**src/rtl/mips16_pkg.sv**
```systemverilog
// mips16_pkg: shared widths and fetch constants for the 16-bit MIPS core
package mips16_pkg;
  localparam int INSTR_W = 16;
  localparam int ADDR_W = 16;
  localparam logic [ADDR_W-1:0] RESET_PC = 16'h0000;
  localparam int PC_STEP = 2;
endpackage

```
**src/rtl/mips16_fetch_queue.sv**
```systemverilog
// mips16_fetch_queue: slot buffer reserved at issue, filled in response order, popped by decode
import mips16_pkg::*;
module mips16_fetch_queue #(
  parameter int DEPTH = 2,
  localparam int PW = $clog2(DEPTH),
  localparam int CW = PW + 1
) (
  input  logic               clk,
  input  logic               reset,
  input  logic               reserve_i,
  input  logic [ADDR_W-1:0]  reserve_pc_i,
  input  logic               fill_i,
  input  logic [INSTR_W-1:0] fill_data_i,
  input  logic               pop_i,
  input  logic               flush_i,
  output logic               head_valid_o,
  output logic [INSTR_W-1:0] head_instr_o,
  output logic [ADDR_W-1:0]  head_pc_o,
  output logic [CW-1:0]      free_o,
  output logic [CW-1:0]      unfilled_o
);
  logic [INSTR_W-1:0] data_q [DEPTH];
  logic [ADDR_W-1:0]  pc_q [DEPTH];
  logic [DEPTH-1:0]   filled_q;
  logic [PW-1:0]      head_q, fill_q, tail_q;
  logic [CW-1:0]      count_q, unfilled_q;
  // A slot popped this cycle is already free for a new reservation, so a full buffer keeps streaming
  always_comb begin
    head_valid_o = filled_q[head_q];
    head_instr_o = data_q[head_q];
    head_pc_o = pc_q[head_q];
    free_o = CW'(DEPTH) - count_q + CW'(pop_i);
    unfilled_o = unfilled_q;
  end
  // Slot state: reserve at tail, fill at oldest unfilled, free at head; flush drops every slot
  always_ff @(posedge clk or posedge reset) begin
    if (reset) begin
      for (int i = 0; i < DEPTH; i++) begin
        data_q[i] <= '0;
        pc_q[i] <= '0;
      end
      filled_q <= '0;
      head_q <= '0;
      fill_q <= '0;
      tail_q <= '0;
      count_q <= '0;
      unfilled_q <= '0;
    end else if (flush_i) begin
      filled_q <= '0;
      head_q <= '0;
      fill_q <= '0;
      tail_q <= '0;
      count_q <= '0;
      unfilled_q <= '0;
    end else begin
      if (reserve_i) begin
        pc_q[tail_q] <= reserve_pc_i;
        filled_q[tail_q] <= 1'b0;
        tail_q <= tail_q + 1'b1;
      end
      if (fill_i) begin
        data_q[fill_q] <= fill_data_i;
        filled_q[fill_q] <= 1'b1;
        fill_q <= fill_q + 1'b1;
      end
      if (pop_i) begin
        filled_q[head_q] <= 1'b0;
        head_q <= head_q + 1'b1;
      end
      count_q <= count_q + CW'(reserve_i) - CW'(pop_i);
      unfilled_q <= unfilled_q + CW'(reserve_i) - CW'(fill_i);
    end
  end
endmodule

```
**src/rtl/mips16_fetch_unit.sv**
```systemverilog
// mips16_fetch_unit: PC, in-order imem requests, response squashing and hand-off to decode
import mips16_pkg::*;
module mips16_fetch_unit #(
  parameter logic [ADDR_W-1:0] RESET_PC = mips16_pkg::RESET_PC,
  parameter int PC_STEP = mips16_pkg::PC_STEP,
  parameter int DEPTH = 2,
  localparam int CW = $clog2(DEPTH) + 1,
  localparam int DW = $clog2(2 * DEPTH) + 1
) (
  input  logic               clk,
  input  logic               reset,
  output logic               imem_req_valid,
  input  logic               imem_req_ready,
  output logic [ADDR_W-1:0]  imem_req_addr,
  input  logic               imem_rsp_valid,
  input  logic [INSTR_W-1:0] imem_rsp_data,
  input  logic               redirect,
  input  logic [ADDR_W-1:0]  redirect_pc,
  output logic               if_valid,
  input  logic               if_ready,
  output logic [INSTR_W-1:0] if_instr,
  output logic [ADDR_W-1:0]  if_pc,
  output logic [ADDR_W-1:0]  pc_out
);
  logic [ADDR_W-1:0] pc_q, pc_d;
  logic [DW-1:0]     drop_q, drop_d;
  logic [CW-1:0]     free, unfilled;
  logic              head_valid, reserve, fill, pop;
  mips16_fetch_queue #(.DEPTH(DEPTH)) u_queue (
    .clk          (clk),
    .reset        (reset),
    .reserve_i    (reserve),
    .reserve_pc_i (pc_q),
    .fill_i       (fill),
    .fill_data_i  (imem_rsp_data),
    .pop_i        (pop),
    .flush_i      (redirect),
    .head_valid_o (head_valid),
    .head_instr_o (if_instr),
    .head_pc_o    (if_pc),
    .free_o       (free),
    .unfilled_o   (unfilled)
  );
  // Redirect silences issue and dequeue; responses owed to squashed requests are counted as drops
  always_comb begin
    imem_req_valid = !reset && !redirect && free != '0;
    imem_req_addr = pc_q;
    pc_out = pc_q;
    reserve = imem_req_valid && imem_req_ready;
    fill = imem_rsp_valid && drop_q == '0 && !redirect;
    if_valid = head_valid && !redirect;
    pop = if_valid && if_ready;
    pc_d = redirect ? redirect_pc : reserve ? pc_q + ADDR_W'(PC_STEP) : pc_q;
    drop_d = redirect ? drop_q + DW'(unfilled) - DW'(imem_rsp_valid)
                      : drop_q - DW'(imem_rsp_valid && drop_q != '0);
  end
  // PC and squash counter
  always_ff @(posedge clk or posedge reset) begin
    if (reset) begin
      pc_q <= RESET_PC;
      drop_q <= '0;
    end else begin
      pc_q <= pc_d;
      drop_q <= drop_d;
    end
  end
  a_rsp_expected: assert property (@(posedge clk) disable iff (reset)
    imem_rsp_valid |-> (drop_q != '0 || unfilled != '0));
endmodule

```
**config.mk**
```make
export PLATFORM = sky130hd
export DESIGN_NAME = mips16_fetch_unit
export DESIGN_NICKNAME = d
export VERILOG_FILES = /design/src/rtl/mips16_pkg.sv /design/src/rtl/mips16_fetch_queue.sv /design/src/rtl/mips16_fetch_unit.sv
export SDC_FILE = /design/constraint.sdc
export NUM_CORES = 1
export LEC_CHECK = 0
export CORE_ASPECT_RATIO = 1.2
export CORE_MARGIN = 2
export CORE_UTILIZATION = 46
export DETAILED_ROUTE_END_ITERATION = 6
export PLACE_DENSITY = 0.77
export SLEW_MARGIN = 40
export SYNTH_ARGS = -nofsm -noshare
export SYNTH_HDL_FRONTEND = slang
export SYNTH_SLANG_ARGS = --single-unit
```
**constraint.sdc**
```tcl
create_clock -name clk -period 3.51 [get_ports clk]
set_input_delay 1.053 -clock clk [delete_from_list [all_inputs] [get_ports clk]]
set_output_delay 1.053 -clock clk [all_outputs]
set_load 0.03 [all_outputs]
```
==> results of run 1 <==
-- worst min-delay path, stage by stage (launching register included) --
cell and delay [ns]:
dfrtp_1 0.34, nand2_1 0.04, o21ai_0 0.07
-- power by group --
part / internal, W / leakage (nW) / total [W] / switching (W)
registers: 0.00139 / 1.16 / 0.00160 / 0.000211
clock network: 0.000646 / 0.156 / 0.00105 / 0.000402
logic: 0.000845 / 1.38 / 0.00164 / 0.000794
total: 0.00289 / 2.69 / 0.00429 / 0.00141
-- path summary, 6_finish.rpt --
check	slack [ns]	to	cells after the start
setup / recovery	0.11	imem_req_valid	7
hold / removal	0.49	u_queue.pc_q[9]	2
setup reg to reg	0.75	u_queue.count_q[1]	13
hold reg to reg	0.49	u_queue.pc_q[9]	2
max in group asynchronous	1.59	u_queue.head_q	3
min in group asynchronous	1.26	imem_req_addr[15]	2
-- sequential cells by signal, indices dropped and copies added (netlist names) --
register / cells
u_queue.data_q: 32
u_queue.pc_q: 32
imem_req_addr: 16
drop_q: 3
u_queue.count_q: 2
u_queue.filled_q: 2
u_queue.unfilled_o: 2
u_queue.fill_q: 1
u_queue.head_q: 1
u_queue.tail_q: 1
-- layout make-up --
cell class	instances	area share
inverter	18	0.01142
multi-input combinational	232	0.3393
timing repair buffer	122	0.1947
tap	126	0.02569
sequential	92	0.3754
clock buffer	11	0.03956
clock inverter	5	0.01387
-- layer usage --
metal  GRT usage  part of all wire  vias to the layer above
met2      0.3385              0.52                       96
met5           0                 0                        -
met1      0.2431              0.42                     1614
met3     0.03765             0.046                       15
met4     0.07333             0.016                        0
li1            -                 -                     1500
-- cells in the final DEF (no fill, tap or decap), types with 5 or more instances in the layout --
| cell type | synthesis | routed |
|---|---|---|
| buf_4 | 19 | 18 |
| a31oi_1 | 5 | 5 |
| mux2_4 | 10 | 10 |
| ha_1 | 11 | 10 |
| nand2_1 | 23 | 22 |
| dfrtp_1 | 92 | 91 |
| clkbuf_16 | 0 | 9 |
| inv_1 | 18 | 17 |
| o21ai_0 | 19 | 19 |
| clkdlybuf4s50_1 | 0 | 99 |
| xor2_1 | 6 | 5 |
| mux2_2 | 83 | 83 |
| xnor2_1 | 12 | 12 |
| nor2_1 | 13 | 12 |
-- cell families after synthesis --
kind of cell / share of synthesized area
multiplexers: 0.2424
XOR/XNOR: 0.03398
AND/OR/NAND/NOR: 0.06958
AO/OA/AOI/OAI: 0.06176
flip-flops: 0.4962
adder cells (fa/ha/maj): 0.03398
buffers and inverters: 0.06203
-- Yosys cell counts, types with 4 or more instances --
master	n	area share
a31oi_1	5	0.0067
buf_4	19	0.031
clkbuf_1	11	0.0089
dfrtp_1	92	0.50
ha_1	11	0.030
inv_1	18	0.015
mux2_2	83	0.20
mux2_4	10	0.032
mux2i_1	4	0.0086
nand2_1	23	0.019
nand3_1	4	0.0043
nor2_1	13	0.011
o21ai_0	19	0.020
or3_1	4	0.0054
xnor2_1	12	0.023
xor2_1	6	0.011
-- stage by stage --
stage | utilization | cell area (sq um) | total power [W] | std cells | hold WS, ns
after floorplan | - | 4668 | 0.002678 | 375 | 0.4444
after global routing | 0.6192 | 6136 | 0.004535 | 606 | 0.5237
after detailed placement | 0.5855 | 5802 | 0.003271 | 590 | 0.4772
after global placement | 0.5855 | 5802 | 0.003196 | 590 | 0.4576
final | 0.6192 | 6136 | 0.004292 | 606 | 0.4924
after CTS | 0.6192 | 6136 | 0.004338 | 606 | 0.4927
-- what timing repair did --
item                                   in CTS  in global routing
gates resized for setup                     5                  0
hold buffers                                0                  0
buffers inserted                            0                  0
endpoints found under the hold margin       0                  0
setup endpoints to repair                   1                  0
==> impl_metrics.tcl, run 1 <==
set metrics [dict create \
    outcome "finished, final reports clean" \
    ys_seq_elements 92 \
    setup_viol 0 \
    drc_errors 0 \
    path_cells "dlygate4sd2_1, nor2_4, nand2_2, ha_2, xor2_2, a211oi_4, buf_6" \
    cts_tree "yes" \
    wl_mm 10.14 \
    timing.max_slew.rel_slack 0.6262 \
    vias 3225 \
    grt_max_degree 64 \
    ys_seq_area_frac 0.4962 \
    synth_edf_count 0 \
    seq_area_sq_mm 0.002303 \
    drive_gt1_frac 0.2958 \
    hold_class "flip-flop to flip-flop" \
    slowest_stage "a211oi_4" \
    endpoint_kind "output port" \
    fp.dieW_um 95.68 \
    root_buffer "clkbuf_16" \
    antenna_found_initial 0 \
    grt.total_usage 0.1968 \
    path_max_fanout 3 \
    first_iter_violations 126 \
    core_area_sq_mm 0.009910 \
    arrival_ns 2.35 \
    critPathBufInv 2 \
    peakVddDrop_uv 381.5 \
    fill_cells 779 \
    worstSetupStartpointType "input pin" \
    min_period_over_period 0.9700 \
    worst_pin_slew_ns 0.5465 \
    place.gp.congestion 0.7859 \
    syn2layout_area_growth_pct 32.25 \
    path_clk_slew_ns 0.06 \
    synthFlopType "dfrtp_1" \
    skew_ns 0.008228 \
    hold_start "u_queue.pc_q[9]" \
    period_needed_ns 3.405 \
    setup.worst_path.class "input pin to output port" \
    routed_via_density 5.322 \
    wl_per_cell_um 16.74 \
    cp_top_family "buffers and inverters" \
    die_h_um 114.0 \
    hold_viol_final 0 \
    grt_overflow 0 \
    netlist_instances 375 \
    ant_nets 0 \
    fin_ws_ns 0.1053 \
    antenna_cells 0 \
    multi_input_area_sq_mm 0.002082 \
    critPathRequiredTime_ns 2.46 \
    grt_pass1_vias 3403 \
    grt_pass1_wl_mm 16.70 \
    synthesis.nets 425 \
    max_freq_mhz 293.7 \
    hpwlAfterDp_mm 7.237 \
    clock-sinks 92 \
    ys_async_sr_fraction 1.000 \
    initial_core_util 0.4682 \
    drv_slew 0 \
    first_pass_iters 4 \
    ys_warn_count 0 \
    yosysUniqueCellTypes 46 \
    cp-startpoint "redirect" \
    htreeDepth 3 \
    insertion_delay_ns 0.34 \
    floorplan.die_area_sq_mm 0.01091 \
    synth_area_sq_mm 0.004639 \
    p_leak_nw 2.692 \
    nNetsFinal 525 \
    clk_path_buf_depth 2 \
    max_cap_viol_count 0 \
    slowest_delay_ns 0.29 \
    placement_rows 40 \
    io_buffers 103 \
    regToRegStartpoint "u_queue.head_q" \
    powerDensity_mw_per_mm2 699.4 \
    cts_inserted_buffers 9 \
    rsz0062_at_grt "false" \
    tns_ns 0 \
    syn_avg_cell_area_sq_um 12.37 \
    boundaryPins 104 \
    post-place-ws_ns -0.1779 \
]
No activity file was read; power rests on OpenSTA's default activity.
==> run 2, diff against run 1 <==
--- a/config.mk
+++ b/config.mk
@@ -9,6 +9,7 @@
 export CORE_MARGIN = 2
 export CORE_UTILIZATION = 46
 export DETAILED_ROUTE_END_ITERATION = 6
+export GPL_TIMING_DRIVEN = 0
 export PLACE_DENSITY = 0.77
 export SLEW_MARGIN = 40
 export SYNTH_ARGS = -nofsm -noshare
==> impl_metrics.tcl, run 2 (synthesis results as in run 1) <==
set metrics [dict create \
    outcome "finished, final reports clean" \
    power.switching_w 0.001397 \
    grt_max_degree 58 \
    path_max_fanout 3 \
    skew_ns 0.008291 \
    placement_rows 40 \
    final_cell_area_sq_mm 0.006277 \
    p_leak_nw 2.767 \
    io_buffers 103 \
    drc_errors 0 \
    power_w 0.004296 \
    core_area_sq_mm 0.009910 \
    intPower_w 0.002899 \
    mostFrequentLayoutCells "100 x clkdlybuf4s50_1, 92 x dfrtp_1, 83 x mux2_2" \
    antenna_cells 0 \
    floorplan.die_area_sq_mm 0.01091 \
    max_freq_mhz 290.5 \
    slowest_delay_ns 0.26 \
    die_h_um 114.0 \
    worstSetupStartpointType "input pin" \
    period_needed_ns 3.442 \
    dpl_cell_area_sq_mm 0.005889 \
    wl_mm 10.61 \
    path_clk_slew_ns 0.06 \
    swShare 0.3252 \
    setup_viol 0 \
    whs_ns 0.4793 \
    antenna_found_initial 0 \
    place.gp.congestion 0.7804 \
    first_iter_violations 113 \
    setup.worst_path.class "input pin to output port" \
    max_cap_viol_count 0 \
    wl_per_cell_um 17.05 \
    ant_nets 0 \
    grt_overflow 0 \
    initial_core_util 0.4682 \
    fp.dieW_um 95.68 \
    hpwlAfterDp_mm 7.371 \
    timing.max_slew.rel_slack 0.4646 \
    slowest_stage "dlygate4sd2_1" \
    endpoint_kind "output port" \
    rsz0062_at_grt "false" \
    syn2layout_area_growth_pct 35.30 \
    boundaryPins 104 \
    fill_cells 792 \
    fin_ws_ns 0.06750 \
    htreeDepth 3 \
    hold_class "flip-flop to flip-flop" \
    cts_inserted_buffers 9 \
    critPathRequiredTime_ns 2.46 \
    post-place-ws_ns -1.010 \
    clock-sinks 92 \
    seq_area_sq_mm 0.002302 \
    nNetsFinal 542 \
    routed_via_density 5.336 \
    drv_slew 0 \
    mostFrequentLayoutCell "clkdlybuf4s50_1" \
    path_cells "dlygate4sd2_1, buf_6, nor2_4, nand2_4, ha_4, xor2_4, a211oi_4, buf_6" \
    root_buffer "clkbuf_16" \
    arrival_ns 2.39 \
    first_pass_iters 5 \
    grt.total_usage 0.2041 \
    min_period_over_period 0.9808 \
    cts_tree "yes" \
    powerDensity_mw_per_mm2 684.4 \
    combPwrFrac 0.388 \
    clk_path_buf_depth 2 \
    drive_gt1_frac 0.3065 \
    vias 3319 \
    critPathMostFrequentCell "buf_6" \
    grt_pass1_vias 3470 \
    seqPwrFrac 0.371 \
    power.share.clock 0.240 \
    multi_input_area_sq_mm 0.002121 \
    insertion_delay_ns 0.34 \
    worst_pin_slew_ns 0.8016 \
    peakVddDrop_uv 403.4 \
    grt_pass1_wl_mm 17.13 \
    hold_viol_final 0 \
]
[run 2: repair_timing]
| item | in CTS | in global routing |
|---|---|---|
| hold buffers | 0 | 0 |
| gates resized for setup | 21 | 0 |
| cloned | 0 | 0 |
| pin swaps | 2 | 1 |
| buffers inserted | 4 | 0 |
| endpoints found under the setup margin | 40 | 1 |
[run 2: metrics by stage]
stage | std cells | utilization | setup TNS, ns
CTS | 622 | 0.6335 | 0
finish | 622 | 0.6335 | 0
detailed placement | 605 | 0.5943 | -12.93
floorplan | 375 | - | 0
global placement | 604 | 0.5910 | -147.99
global route | 622 | 0.6335 | 0
[run 2: routing by layer]
layer / global-route usage / part of all wire / up-vias
li1: - / - / 1539
met1: 0.2611 / 0.41 / 1645
met2: 0.3538 / 0.52 / 124
met3: 0.02576 / 0.066 / 11
met4: 0.07048 / 0.011 / 0
met5: 0 / 0 / -
[run 2: critical path, delay by kind of cell]
family / cells / cell delay, ns
compound gates: 1 / 0.23
xor+xnor: 1 / 0.16
fa+ha+maj: 1 / 0.19
buf+inv: 3 / 0.56
simple gates: 2 / 0.19
[run 2: worst paths after layout]
check	depth (start not counted)	startpoint	slack, ns	to
setup / recovery	8	redirect	0.07	imem_req_valid
hold / removal	2	u_queue.pc_q[11]	0.48	u_queue.pc_q[11]
setup reg to reg	9	u_queue.head_q	0.38	u_queue.pc_q[20]
hold reg to reg	2	u_queue.pc_q[11]	0.48	u_queue.pc_q[11]
max in group asynchronous	3	reset	1.64	u_queue.pc_q[15]
min in group asynchronous	2	reset	1.29	u_queue.pc_q[5]
[run 2: layout make-up]
type	instances	area share
Sequential cell	92	0.3668
Multi-Input combinational cell	232	0.3379
Timing Repair Buffer	108	0.1732
Clock buffer	11	0.03867
Buffer	31	0.03508
Tap cell	126	0.02511
Clock inverter	4	0.01176
Inverter	18	0.01156
[run 2: power groups by stage]
stage | logic [W] | clock network (W) | registers [W]
after floorplan | 0.00110 | 0 | 0.00158
after global placement | 0.00163 | 0 | 0.00158
after detailed placement | 0.00167 | 0 | 0.00161
after CTS | 0.00169 | 0.00105 | 0.00160
after global routing | 0.00179 | 0.00111 | 0.00164
final | 0.00167 | 0.00103 | 0.00160
